File: src/rtl/serial_word_collector_pkg.sv
// Shared definitions for the serial word collector and its upstream load/shift register.
// The {load,shift} control encoding lets a driver of both blocks stay consistent.
package serial_word_collector_pkg;

    // Bit 0 set means shift regardless of load, so 2'b11 also shifts.
    localparam logic [1:0] CTRL_HOLD  = 2'b00;
    localparam logic [1:0] CTRL_SHIFT = 2'b01;
    localparam logic [1:0] CTRL_LOAD  = 2'b10;

endpackage

File: src/rtl/serial_word_collector_word_fifo.sv
// Small word FIFO with synchronous reset; when full, a same-edge pop frees room for the push.
module word_fifo
    import serial_word_collector_pkg::*;
#(
    parameter int WIDTH = 4,
    parameter int DEPTH = 2
) (
    input  logic             clk,
    input  logic             rst,
    input  logic             push,
    input  logic [WIDTH-1:0] push_data,
    input  logic             pop,
    output logic [WIDTH-1:0] head_data,
    output logic             empty,
    output logic             full
);

    localparam int PTR_W = $clog2(DEPTH);
    localparam int CNT_W = $clog2(DEPTH + 1);

    logic [WIDTH-1:0] mem_q [DEPTH];
    logic [WIDTH-1:0] mem_d [DEPTH];
    logic [PTR_W-1:0] wr_ptr_q, wr_ptr_d;
    logic [PTR_W-1:0] rd_ptr_q, rd_ptr_d;
    logic [CNT_W-1:0] count_q, count_d;
    logic             pop_ok;
    logic             push_ok;

    assign empty     = (count_q == '0);
    assign full      = (count_q == CNT_W'(DEPTH));
    assign head_data = empty ? '0 : mem_q[rd_ptr_q];
    assign pop_ok    = pop && !empty;
    assign push_ok   = push && (!full || pop_ok);

    always_comb begin
        mem_d    = mem_q;
        wr_ptr_d = wr_ptr_q;
        rd_ptr_d = rd_ptr_q;
        count_d  = count_q;
        if (push_ok) begin
            mem_d[wr_ptr_q] = push_data;
            wr_ptr_d        = wr_ptr_q + PTR_W'(1);
        end
        if (pop_ok) begin
            rd_ptr_d = rd_ptr_q + PTR_W'(1);
        end
        // Pointers wrap naturally because DEPTH is a power of two.
        case ({push_ok, pop_ok})
            2'b10:   count_d = count_q + CNT_W'(1);
            2'b01:   count_d = count_q - CNT_W'(1);
            default: count_d = count_q;
        endcase
    end

    always_ff @(posedge clk) begin
        if (rst) begin
            wr_ptr_q <= '0;
            rd_ptr_q <= '0;
            count_q  <= '0;
        end else begin
            wr_ptr_q <= wr_ptr_d;
            rd_ptr_q <= rd_ptr_d;
            count_q  <= count_d;
        end
    end

    always_ff @(posedge clk) begin
        mem_q <= mem_d;
    end

endmodule

File: src/rtl/serial_word_collector.sv
// Reassembles an LSB-first serial bit stream into WIDTH-bit words and buffers them
// for a valid/ready consumer, flagging words lost to a full buffer.
module serial_word_collector
    import serial_word_collector_pkg::*;
#(
    parameter int WIDTH = 4,
    parameter int DEPTH = 2
) (
    input  logic                       clk,
    input  logic                       rst,
    input  logic                       ser_valid,
    input  logic                       ser_data,
    input  logic                       ser_sync,
    output logic                       word_valid,
    input  logic                       word_ready,
    output logic [WIDTH-1:0]           word_data,
    output logic [$clog2(WIDTH+1)-1:0] bit_cnt,
    output logic                       overflow
);

    localparam int CNT_W = $clog2(WIDTH + 1);

    logic [WIDTH-1:0] shreg_q, shreg_d;
    logic [CNT_W-1:0] bit_cnt_q, bit_cnt_d;
    logic             overflow_q, overflow_d;
    logic [CNT_W-1:0] idx;
    logic [WIDTH-1:0] assembled;
    logic             push;
    logic [WIDTH-1:0] push_data;
    logic             pop;
    logic             fifo_empty;
    logic             fifo_full;

    assign pop        = word_ready && !fifo_empty;
    assign word_valid = !fifo_empty;
    assign bit_cnt    = bit_cnt_q;
    assign overflow   = overflow_q;

    always_comb begin
        shreg_d    = shreg_q;
        bit_cnt_d  = bit_cnt_q;
        overflow_d = overflow_q;
        push       = 1'b0;
        push_data  = '0;
        idx        = bit_cnt_q;
        assembled  = shreg_q;
        if (ser_valid) begin
            // A sync bit restarts assembly from an empty word at position 0.
            if (ser_sync) begin
                idx       = '0;
                assembled = '0;
            end
            for (int i = 0; i < WIDTH; i++) begin
                if (idx == CNT_W'(i)) begin
                    assembled[i] = ser_data;
                end
            end
            if (idx == CNT_W'(WIDTH - 1)) begin
                push      = 1'b1;
                push_data = assembled;
                bit_cnt_d = '0;
                shreg_d   = '0;
            end else begin
                bit_cnt_d = idx + CNT_W'(1);
                shreg_d   = assembled;
            end
        end
        if (push && fifo_full && !pop) begin
            overflow_d = 1'b1;
        end
    end

    always_ff @(posedge clk) begin
        if (rst) begin
            shreg_q    <= '0;
            bit_cnt_q  <= '0;
            overflow_q <= 1'b0;
        end else begin
            shreg_q    <= shreg_d;
            bit_cnt_q  <= bit_cnt_d;
            overflow_q <= overflow_d;
        end
    end

    word_fifo #(
        .WIDTH(WIDTH),
        .DEPTH(DEPTH)
    ) u_word_fifo (
        .clk      (clk),
        .rst      (rst),
        .push     (push),
        .push_data(push_data),
        .pop      (pop),
        .head_data(word_data),
        .empty    (fifo_empty),
        .full     (fifo_full)
    );

endmodule

File: config.mk
export PLATFORM = sky130hd
export DESIGN_NAME = serial_word_collector
export DESIGN_NICKNAME = d
export VERILOG_FILES = /design/src/rtl/serial_word_collector_pkg.sv /design/src/rtl/serial_word_collector_word_fifo.sv /design/src/rtl/serial_word_collector.sv
export SDC_FILE = /design/constraint.sdc
export NUM_CORES = 1
export LEC_CHECK = 0
export BUFFER_PORTS_ARGS = -buffer_cell sky130_fd_sc_hd__buf_2
export CORE_ASPECT_RATIO = 1.5
export CORE_MARGIN = 4
export CORE_UTILIZATION = 30
export CTS_CLUSTER_SIZE = 30
export DETAILED_ROUTE_END_ITERATION = 12
export GPL_ROUTABILITY_DRIVEN = 1
export PLACE_DENSITY_LB_ADDON = 0.15
export REMOVE_ABC_BUFFERS = 1
export SYNTH_ARGS = -nofsm -noshare
export SYNTH_HDL_FRONTEND = slang
export SYNTH_HIERARCHICAL = 1
export SYNTH_SLANG_ARGS = --single-unit
File: constraint.sdc
create_clock -name clk -period 4.01 [get_ports clk]
set_input_delay 0.802 -clock clk [delete_from_list [all_inputs] [get_ports clk]]
set_output_delay 0.802 -clock clk [all_outputs]
set_load 0.02 [all_outputs]
== Word-level counts from Yosys, hierarchy flattened ==
Cells that the tools add are included.
Word-level totals
  word-level logic and storage cells: 58
  output and inout port bits: 9
  bits of input ports: 6
  bits in registers: 20
Cells by class
  magnitude comparators: 3
  bitwise operators: 2
  eq/ne operators: 6
  reductions and logical operators: 13
  multiplexer cells: 21
  $add $sub $neg: 5
Operators with widths (count)
  two-way mux 4 bit: 9
  two-way mux 3 bit: 3
  bitwise mux 8 bit: 1
  equality test 3 x 2 -> 1 bit, second input constant: 2
  logical AND 1 bit: 6
  two-way mux 1 bit: 6
  demux 4 bit (select 1 bit): 1
  equality test 2 bit, second input constant: 2
  >= comparator 2 bit, second input constant: 2
  inverter 1 -> 2 bit: 2
  one-hot mux 2 bit (2 select lines): 1
  adder 3 x 1 -> 3 bit, second input constant: 1
  equality test 3 x 1 -> 1 bit, second input constant: 1
  logical NOT 1 bit: 3
  logical NOT 3 bit: 1
  adder 1 bit, second input constant: 2
  adder 2 x 1 -> 2 bit, second input constant: 1
  equality test 2 x 1 -> 1 bit, second input constant: 1
  logical NOT 2 bit: 1
  < comparator 2 x 1 -> 1 bit, second input constant: 1
  nonzero test 2 bit: 1
  subtractor 2 x 1 -> 2 bit, second input constant: 1
  logical OR 1 bit: 1

== Depth between registers and ports, before layout ==
Gate-level depths: netlist of run 1.
  depth after elaboration: 8
  depth in mapped cells: 6
  gate-level depth less buffers: 6

== Modules after synthesis ==
Netlist of run 1, hierarchy kept.
By module, submodules not included
  word_fifo: times used 1, cells an instance 45, area an instance 523.0 sq um
  serial_word_collector: times used 1, cells an instance 49, area an instance 444.2 sq um

== Least setup slack after synthesis of run 1 ==
OpenSTA, ideal clock, no wires.
  kind: input port to flip-flop
  start point: input port ser_valid
  end point: register u_word_fifo/mem_q[4] in the netlist's numbering, enable pin
  slack: 1951 ps
  library setup time: 329 ps
  path buffers: 1
  cell stages on the path: 5
  arrival time: 1729 ps
  cell sequence: buf_6 nor4bb_4 and2_4 o21ai_2 nor2_1
Between the ends
  longest elaborated chain between the ends: 2
RTL lines
  start, declared: line serial_word_collector.sv:11  | input logic ser_valid,
  two-way mux 1 bit: line serial_word_collector.sv:47  | if (ser_valid) begin
  via push: line serial_word_collector.sv:28  | logic push;
  logical AND 1 bit: line serial_word_collector_word_fifo.sv:33  | assign push_ok = push && (!full || pop_ok);
  end signal, assigned: line serial_word_collector_word_fifo.sv:68  | mem_q <= mem_d;
  end, declared: line serial_word_collector_word_fifo.sv:21  | logic [WIDTH-1:0] mem_q [DEPTH];
The timed path passes the listed nets, and every way through them passes these cells.
A chain may end at the register's enable or synchronous reset.

== Final worst setup path of run 1 ==
  start point: input port ser_valid
  end point: register u_word_fifo/mem_q[7] in the netlist's numbering, enable pin
The elaborated chain is that of the path after synthesis.

==> run summary, run 1 <==
Outcome - finished clean
Min cycle time layout - 2.08 ns
Worst-Margin Slew - 0.448 ns
EDFF count, synth - 8
CP peak stage delay - 0.37 ns
Die width - 54.4 um
Gr usage total - 9.85%
RSZ-0062 raised after global routing - false
DR pass1 iterations - 4
First-pass GRT wire length - 3070 um
LEAKAGE - 0.000487 uW
CTS tree - yes
Drt total wl - 1770 um
DRC viols - 0
Sequential fraction of the synthesis area - 47.6%
Slew Viols, Final - 0
DP HPWL - 1340 um
Core area - 3130 sq um
Worst path required time - 3.92 ns
Max Fclk - 480 MHz
Effective utilization at floorplan - 30.9%
Vias in the first global route - 707
Via count - 702
Post-DRT Antenna Nets - 0
Mapped Area - 967 sq um
Worst endpoint data arrival time - 2.00 ns
TritonCTS Sinks - 19
Resize count post-CTS - 0
Crit. End Element - flop
FFs w/ async S/R, synth - 0%
Antenna diodes - 0
Root Buffer - clkbuf_8
Vias per cell - 4.68
Crit path buffers/inverters - 1
Commonest non-fill, non-tap cells in the layout - nor2_1 (14), buf_2 (14), dfxtp_1 (11)
Maximum VDD drop - 155 uV
Average wire per standard cell - 11.8 um
Setup WS post-layout - 1.93 ns
Buffers inserted by post-CTS timing repair - 0
Largest fanout on the critical path - 8
Initial antenna violation count - 0
Clock skew - 0.00711 ns
Syn avg cell area - 10.3 sq um
Layout Nets - 119
Die Ht - 77.5 um
Share of cells above drive strength 1 - 21.8%
Hold Crit Class - reg -> reg
Synth Register Bits - 19
Number of max-cap violations - 0
Total congestion overflow - 0
I/O Pins - 15
CP max-delay cell - nor4bb_4
Worst relative slew slack - 70.0%
CTS HTree Levels - 1
Worst setup SP type - primary input
Yosys warns - 6
Ys flop type - dfxtp_1
Die footprint - 4220 sq um
Family with the most delay on the worst path - simple AND/OR/NAND/NOR gates
Instance count of the mapped netlist - 94
Syn-to-layout area delta - 15.5%
Crit-path cells - buf_2 -> nor4bb_4 -> and2_4 -> o21ai_2 -> nor2_1
1st-iter DRT viols - 7
Cell Pwr Density - 322 nW/um^2
Pin count of the biggest net entering global routing - 12
Port bufs - 14
CTS buffer count - 3
GPL Wtd Cong - 0.733
Final hold vios - 0
Setup_tns - 0 ns
Final setup fails - 0
Row cnt - 25
Post-Place Worst Slack - 1.62 ns
Deepest clock path buffer count - 2
Period utilisation layout - 51.9%
Synth cell types - 31
Worst-path clk slew - 0.07 ns
# hold bufs at CTS - 0
Crit Path Class - in -> reg
Clk Latency, worst-skew pair - 0.25 ns
## worst reg2reg max path, cell delays in order (launching register included)
cell and delay [ns]:
dfxtp_1 0.46, nor2_1 0.17, nor2b_1 0.40, o21ai_2 0.15
nor2_1 0.32
## registers in the layout, indices dropped and copies added (netlist names)
name and count:
bit_cnt 3, shreg_q 3, overflow 1, u_word_fifo/rd_ptr_q 1, u_word_fifo/wr_ptr_q 1, u_word_fifo/mem_q 8
u_word_fifo/count_q 2
## path summary, 6_finish.rpt
path | cells past startpoint | slack [ns] | startpoint | end
setup / recovery | 5 | 1.93 | ser_valid | u_word_fifo/mem_q[7]$_DFFE_PP_
hold / removal | 1 | 0.49 | overflow$_SDFFE_PP0P_ | overflow$_SDFFE_PP0P_
setup reg to reg | 4 | 2.17 | u_word_fifo/count_q[1]$_SDFFE_PP0P_ | u_word_fifo/mem_q[7]$_DFFE_PP_
hold reg to reg | 1 | 0.49 | overflow$_SDFFE_PP0P_ | overflow$_SDFFE_PP0P_
## routing by layer
layer | GRT usage, % | vias up | part of all wire, %
met5 | 0 | - | 0
met4 | 5.99 | 0 | 2.4
met3 | 1.34 | 4 | 4.6
met2 | 15.5 | 17 | 49
met1 | 12.2 | 326 | 44
li1 | - | 355 | -
## kinds of logic after synthesis
group / Yosys count / synth area share [%]
multiplexers: 8 / 8.80
adder cells (fa/ha/maj): 2 / 2.59
flip-flops: 19 / 47.6
AND/OR/NAND/NOR: 40 / 24.1
AO/OA/AOI/OAI: 14 / 10.7
buffers and inverters: 9 / 4.40
XOR/XNOR: 2 / 1.81
## report_power, final
part / switching, uW / internal (uW) / leakage (uW)
combinational: 13.4 / 10.7 / 0.000289
clock: 61.9 / 68.9 / 0.0000255
sequential: 2.80 / 202 / 0.000173
## synthesized netlist by cell type, types with 2 or more instances
cell,count,area share (%)
o32ai_1,2,1.8
a22o_1,3,2.7
nand3b_1,2,1.6
nor2_1,14,5.4
mux2i_1,7,7.2
and3_1,2,1.3
ha_1,2,2.6
edfxtp_1,8,25
xor2_1,2,1.8
a21oi_1,3,1.6
nand2b_1,5,3.2
dfxtp_1,11,23
nor2b_1,5,3.2
nand2_1,4,1.6
inv_1,7,2.7
and2_1,2,1.3
## cell type report
type / instances / area [sq um]
Fill cell: 343 / 2010
Multi-Input combinational cell: 66 / 464
Sequential cell: 19 / 460
Timing Repair Buffer: 14 / 70.1
Tap cell: 40 / 50.0
Clock buffer: 3 / 41.3
Inverter: 7 / 26.3
Clock inverter: 1 / 5.00
## stage by stage
step,cell area [sq um],hold WS (ns),utilization [%],cells,power [uW]
6_report,1120,0.486,35.7,150,360
3_3_place_gp,1070,0.459,34.2,146,234
2_1_floorplan,951,0.449,-,92,223
4_1_cts,1120,0.491,35.7,150,365
3_5_place_dp,1070,0.470,34.2,146,234
5_1_grt,1120,0.504,35.7,150,375
No activity file was read; power rests on OpenSTA's default activity.
==> run 2, diff against run 1 <==
Settings changed: ABC_AREA from default to 1.
Clock period 4.01 ns to 2.1 ns, I/O delays scaled along.
==> run summary, run 2 <==
Synth Register Bits - 19 (unchanged)
DP HPWL - 1620 um (+21%)
Commonest non-fill, non-tap cells in the layout - nand2_1 (35), inv_1 (18), a21oi_1 (15)
DR pass1 iterations - 4 (unchanged)
Layout Nets - 157 (+32%)
Clock skew - 0.00336 ns (-0.00375 ns)
Syn-to-layout area delta - 16.0%
Resize count post-CTS - 0 (unchanged)
Core area - 3190 sq um (+2.0%)
Antenna diodes - 0 (unchanged)
Reg with most FFs - u_word_fifo/mem_q
Hold Crit Class - reg -> reg
Slew Viols, Final - 0 (unchanged)
Worst relative slew slack - 79.5% (+9.5 points)
Yosys warns - 6 (unchanged)
Min cycle time layout - 1.70 ns
Most common cell in the netlist - nand2_1
Drt total wl - 1940 um (+9.9%)
Synth cell types - 19 (-39%)
Crit path buffers/inverters - 1 (unchanged)
GPL Wtd Cong - 0.804 (+9.8%)
CTS tree - yes
Largest fanout on the critical path - 7 (-1)
Die Ht - 79.1 um (+1.9%)
Deepest clock path buffer count - 2 (unchanged)
Mapped Area - 1010 sq um (+4.4%)
TritonCTS Sinks - 19 (unchanged)
Average wire per standard cell - 10.3 um (-12%)
LEAKAGE - 0.000508 uW (+4.4%)
Worst path required time - 2.03 ns (-1.89 ns)
Pin count of the biggest net entering global routing - 12 (unchanged)
FFs w/ async S/R, synth - 0% (unchanged)
Family with the most delay on the worst path - simple AND/OR/NAND/NOR gates
CP peak stage delay - 0.45 ns (+0.08 ns)
Fin util - 36.7% (+0.99 points)
Area share of the largest cell type after synthesis - 23.8% (-1.0 points)
Port bufs - 14 (unchanged)
Area leader, netlist - edfxtp_1
Crit Path Class - reg -> reg
Vias per cell - 4.46 (-4.6%)
Ys flop type - dfxtp_1
Max FFs per register - 8 (unchanged)
Setup_tns - 0 ns (unchanged)
Max Fclk - 588 MHz
Worst-Margin Slew - 0.306 ns (-0.142 ns)
Die width - 55.4 um (+1.9%)
Effective utilization at floorplan - 31.6% (+0.73 points)
Share of cells above drive strength 1 - 25.7% (+3.9 points)
Vias in the first global route - 824 (+17%)
Worst-path clk slew - 0.07 ns (about the same)
Gr usage total - 9.84% (-0.012 points)
Synth top area cells - edfxtp_1 (24%), dfxtp_1 (22%), nand2_1 (13%)
Instance count of the mapped netlist - 131 (+39%)
CTS HTree Levels - 1 (unchanged)
Buffers inserted by post-CTS timing repair - 0 (unchanged)
RSZ-0062 raised after global routing - false
Crit-path cells - nor2_2 -> nor2_1 -> inv_2 -> nand2_2 -> nand2_2 -> nor2_1
I/O Pins - 15 (unchanged)
First-pass GRT wire length - 3460 um (+13%)
DRC viols - 0 (unchanged)
Most common cell after layout, fill and taps aside - nand2_1
Number of max-cap violations - 0 (unchanged)
Initial antenna violation count - 0 (unchanged)
Cell Pwr Density - 580 nW/um^2 (+80%)
Final setup fails - 0 (unchanged)
CTS buffer count - 3 (unchanged)
Syn avg cell area - 7.71 sq um (-25%)
Crit. End Element - flop
# hold bufs at CTS - 0 (unchanged)
Row cnt - 25 (unchanged)
Maximum VDD drop - 329 uV (+110%)
Outcome - finished clean
Via count - 839 (+20%)
Total congestion overflow - 0 (unchanged)
EDFF count, synth - 8 (unchanged)
Top cell types by occurrence after synthesis - nand2_1 (35), inv_1 (18), a21oi_1 (15)
Root Buffer - clkbuf_8
Die footprint - 4380 sq um (+3.8%)
Worst endpoint data arrival time - 1.63 ns (-0.37 ns)
Post-DRT Antenna Nets - 0 (unchanged)
CP max-delay cell - dfxtp_1
Worst setup SP type - flop
Final hold vios - 0 (unchanged)
Sequential fraction of the synthesis area - 45.6% (-2.0 points)
Period utilisation layout - 81.0%
1st-iter DRT viols - 9 (+2)
Clk Latency, worst-skew pair - 0.25 ns (about the same)
run 2: changes by cell type in the layout (fill, tap and decap cells not counted), sizes merged, moves of 2 or more:
cell | previous run | this run
nand2 | 4 | 40
o32ai | 2 | 0
nand3 | 0 | 10
xor2 | 2 | 0
inv | 7 | 22
and2 | 3 | 0
a21oi | 3 | 16
nor2b | 5 | 0
nand3b | 2 | 0
nand2b | 6 | 0
and3 | 3 | 0
nor2 | 14 | 16
mux2i | 7 | 0
a22o | 3 | 0
run 2: worst paths after layout:
check,cells past startpoint,to,slack (ns),from
worst min-delay path,2,overflow$_SDFFE_PP0P_,0.45,overflow$_SDFFE_PP0P_
worst max-delay path,6,u_word_fifo/mem_q[4]$_DFFE_PP_,0.40,u_word_fifo/count_q[0]$_SDFFE_PP0P_
worst min register to register,2,overflow$_SDFFE_PP0P_,0.45,overflow$_SDFFE_PP0P_
worst max register to register,6,u_word_fifo/mem_q[4]$_DFFE_PP_,0.40,u_word_fifo/count_q[0]$_SDFFE_PP0P_
run 2: area by class of cell:
| type | instances | area, sq um |
|---|---|---|
| clock buffers | 3 | 41.3 |
| multi-input cells | 89 | 462 |
| repair buffers | 14 | 70.1 |
| clock inverters | 1 | 5.00 |
| well taps | 40 | 50.0 |
| flip-flops and latches | 19 | 460 |
| inverters | 22 | 82.6 |
| fillers | 366 | 2020 |
run 2: logic make-up after synthesis:
kind of cell,after synthesis,synth area share (%)
buf+inv,23,8.67
flops,19,45.6
fa+ha+maj,2,2.48
compound gates,20,10.8
simple gates,67,32.5
run 2: stage by stage:
stage / total power, uW / hold WS, ns / cells / instance area, sq um / setup WS (ns)
after global routing: 720 / 0.471 / 188 / 1170 / 0.249
final: 680 / 0.449 / 188 / 1170 / 0.399
after global placement: 445 / 0.441 / 184 / 1120 / 0.310
after detailed placement: 444 / 0.441 / 184 / 1120 / 0.254
after floorplan: 424 / 0.439 / 130 / 1000 / 0.485
after CTS: 699 / 0.452 / 188 / 1170 / 0.373
run 2: worst register-to-register path: stages (launching register included):
cell and delay (ns):
dfxtp_1 0.45, nor2_2 0.13, nor2_1 0.28, inv_2 0.10
nand2_2 0.09, nand2_2 0.07, nor2_1 0.26
run 2: layer usage:
| layer | share of wire, % | global-route usage [%] | wire length [um] |
|---|---|---|---|
| met5 | 0 | 0 | 0 |
| met4 | 0.98 | 5.11 | 19 |
| met2 | 54 | 18.7 | 1050 |
| met1 | 42 | 10.4 | 816 |
| met3 | 3.0 | 1.14 | 58 |
run 2: report_power, final:
group	switching (uW)	total (uW)	internal [uW]
Combinational	29.5	44.9	15.4
Sequential	4.50	390	386
Clock	113	244	131
==> run 3, diff against run 2 <==
Settings changed: ABC_AREA 1 to 0.
Clock period 2.1 ns to 1.46 ns, I/O delays scaled along.
==> run summary, run 3 (synthesized netlist as in run 1, its figures left out) <==
Outcome - complete, but fails checks
Violated checks - negative setup slack
Gr usage total - 10.3% (+0.46 points)
Internal Power - 794 uW (+49%)
1st-iter DRT viols - 6 (-3)
Worst-Margin Slew - 0.351 ns (+0.0445 ns)
Die footprint - 4220 sq um (-3.7%)
Number of max-cap violations - 0 (unchanged)
Final hold vios - 0 (unchanged)
DRC viols - 0 (unchanged)
Cell Pwr Density - 772 nW/um^2 (+33%)
Slew Viols, Final - 0 (unchanged)
Post-DRT Antenna Nets - 0 (unchanged)
Most common cell after layout, fill and taps aside - buf_4
Layout Nets - 139 (-11%)
Post-Route M1 WL - 802 um (-1.7%)
Pin count of the biggest net entering global routing - 12 (unchanged)
Via count - 780 (-7.0%)
DP HPWL - 1490 um (-8.0%)
Drt total wl - 1960 um (+0.93%)
CP peak stage delay - 0.34 ns (-0.11 ns)
Family with the most delay on the worst path - simple AND/OR/NAND/NOR gates
Deepest clock path buffer count - 2 (unchanged)
Total congestion overflow - 0 (unchanged)
CP max-delay cell - dfxtp_2
Vias in the first global route - 750 (-9.0%)
Maximum VDD drop - 520 uV (+58%)
Reg with most FFs - u_word_fifo/mem_q
Met3 WL - 79 um (+36%)
First-pass GRT wire length - 3290 um (-5.0%)
Crit-path cells - nor4bb_4 -> and2_4 -> o21ai_4 -> nor2_1 -> buf_4
Comb power frac - 8.9% (+2.3 points)
Share of cells above drive strength 1 - 40.0% (+14 points)
Final cell count without fillers - 170 (-9.6%)
Worst relative slew slack - 76.6% (-2.9 points)
Core area - 3130 sq um (-2.0%)
Die width - 54.4 um (-1.8%)
Dpl cells - 163 (-11%)
TritonCTS Sinks - 19 (unchanged)
Largest fanout on the critical path - 5 (-2)
Commonest non-fill, non-tap cells in the layout - buf_4 (20), nor2_1 (14), buf_2 (14)
Met2 WL post-DR - 1050 um (-0.19%)
Crit path buffers/inverters - 1 (unchanged)
Effective utilization at floorplan - 30.9% (-0.73 points)
Final setup fails - 6 (+6)
Worst path required time - 1.43 ns (-0.60 ns)
Row cnt - 25 (unchanged)
Clk pwr share - 35.6% (-0.4 points)
Max Fclk - 684 MHz (+16%)
Crit Path Class - reg -> reg
LEAKAGE - 0.000594 uW (+17%)
Setup WS post-layout - -0.00270 ns (-0.401 ns)
Clock skew - 0.00675 ns (+0.00339 ns)
Placed Area - 1200 sq um (+6.6%)
Syn-to-layout area delta - 35.2%
Period utilisation layout - 100% (+19 points)
Antenna diodes - 0 (unchanged)
CTS HTree Levels - 1 (unchanged)
Clk Latency, worst-skew pair - 0.25 ns (about the same)
Worst setup SP type - flop
CTS buffer count - 3 (unchanged)
Switching Power - 215 uW (+47%)
Max FFs per register - 8 (unchanged)
Switching power share of the total - 21.3% (-0.28 points)
Vias per cell - 4.59 (+2.8%)
Min cycle time layout - 1.46 ns (-0.239 ns)
Sequential power share - 55.6% (-1.8 points)
Average wire per standard cell - 11.5 um (+12%)
RSZ-0062 raised after global routing - true
CTS tree - yes
Root Buffer - clkbuf_8
Port bufs - 14 (unchanged)
Fillers - 328 (-10%)
Worst-path clk slew - 0.07 ns (about the same)
# hold bufs at CTS - 0 (unchanged)
Post-route cell area - 1310 sq um (+12%)
DR pass1 iterations - 3 (-1)
Die Ht - 77.5 um (-1.9%)
I/O Pins - 15 (unchanged)
Hold Crit Class - in -> reg
Worst endpoint data arrival time - 1.43 ns (-0.20 ns)
GPL Wtd Cong - 0.752 (-6.5%)
Crit. End Element - flop
Initial antenna violation count - 0 (unchanged)
Top layer in use - met4
run 3: what timing repair did:
action	CTS	global route
gates resized for setup	4	6
pin swaps	2	4
setup buffers	2	1
endpoints found under the hold margin	0	0
endpoints found under the setup margin	17	14
run 3: area by class of cell:
cell class / count / area [sq um] / area share, %
inverters: 7 / 26.3 / 2.01
well taps: 40 / 50.0 / 3.83
repair buffers: 34 / 220 / 16.8
flip-flops and latches: 19 / 464 / 35.5
multi-input cells: 66 / 502 / 38.4
clock buffers: 4 / 45.0 / 3.44
run 3: power by group through the flow:
stage | clock network [uW] | registers [uW] | logic (uW)
global route | 391 | 561 | 98.5
CTS | 371 | 561 | 87.4
global placement | 0 | 572 | 83.4
floorplan | 0 | 577 | 35.4
finish | 359 | 561 | 89.4
detailed placement | 0 | 572 | 85.0
run 3: path summary, 6_finish.rpt:
check | from | to | slack [ns] | depth (start not counted)
min reg2reg | overflow$_SDFFE_PP0P_ | overflow$_SDFFE_PP0P_ | 0.48 | 1
min | rst | bit_cnt[0]$_SDFFE_PP0P_ | 0.35 | 2
max | bit_cnt[2]$_SDFFE_PP0P_ | u_word_fifo/mem_q[6]$_DFFE_PP_ | -0.003 | 5
max reg2reg | bit_cnt[2]$_SDFFE_PP0P_ | u_word_fifo/mem_q[6]$_DFFE_PP_ | -0.003 | 5
run 3: through the flow:
stage / util [%] / hold WS [ns] / setup slack [ns] / setup TNS, ns / total power [uW]
6_report: 41.8 / 0.355 / -0.00270 / -0.00962 / 1010
5_1_grt: 41.8 / 0.374 / -0.0545 / -0.480 / 1050
4_1_cts: 40.6 / 0.359 / -0.0203 / -0.0745 / 1020
3_5_place_dp: 38.3 / 0.461 / -0.132 / -1.61 / 657
3_3_place_gp: 38.3 / 0.464 / -0.111 / -1.05 / 656
2_1_floorplan: - / 0.361 / -0.158 / -1.49 / 612
run 3: layer usage:
| metal | vias up | GRT usage [%] |
|---|---|---|
| li1 | 398 | - |
| met1 | 363 | 12.3 |
| met2 | 15 | 18.0 |
| met3 | 4 | 1.15 |
| met4 | 0 | 3.74 |
| met5 | - | 0 |
run 3: worst reg2reg max path, delay by kind of cell (launching register included):
kind,cells,cell delay (ns)
buffers and inverters,1,0.14
and+or+nand+nor,3,0.62
DFF,1,0.34
AOI/OAI and AO/OA,1,0.07
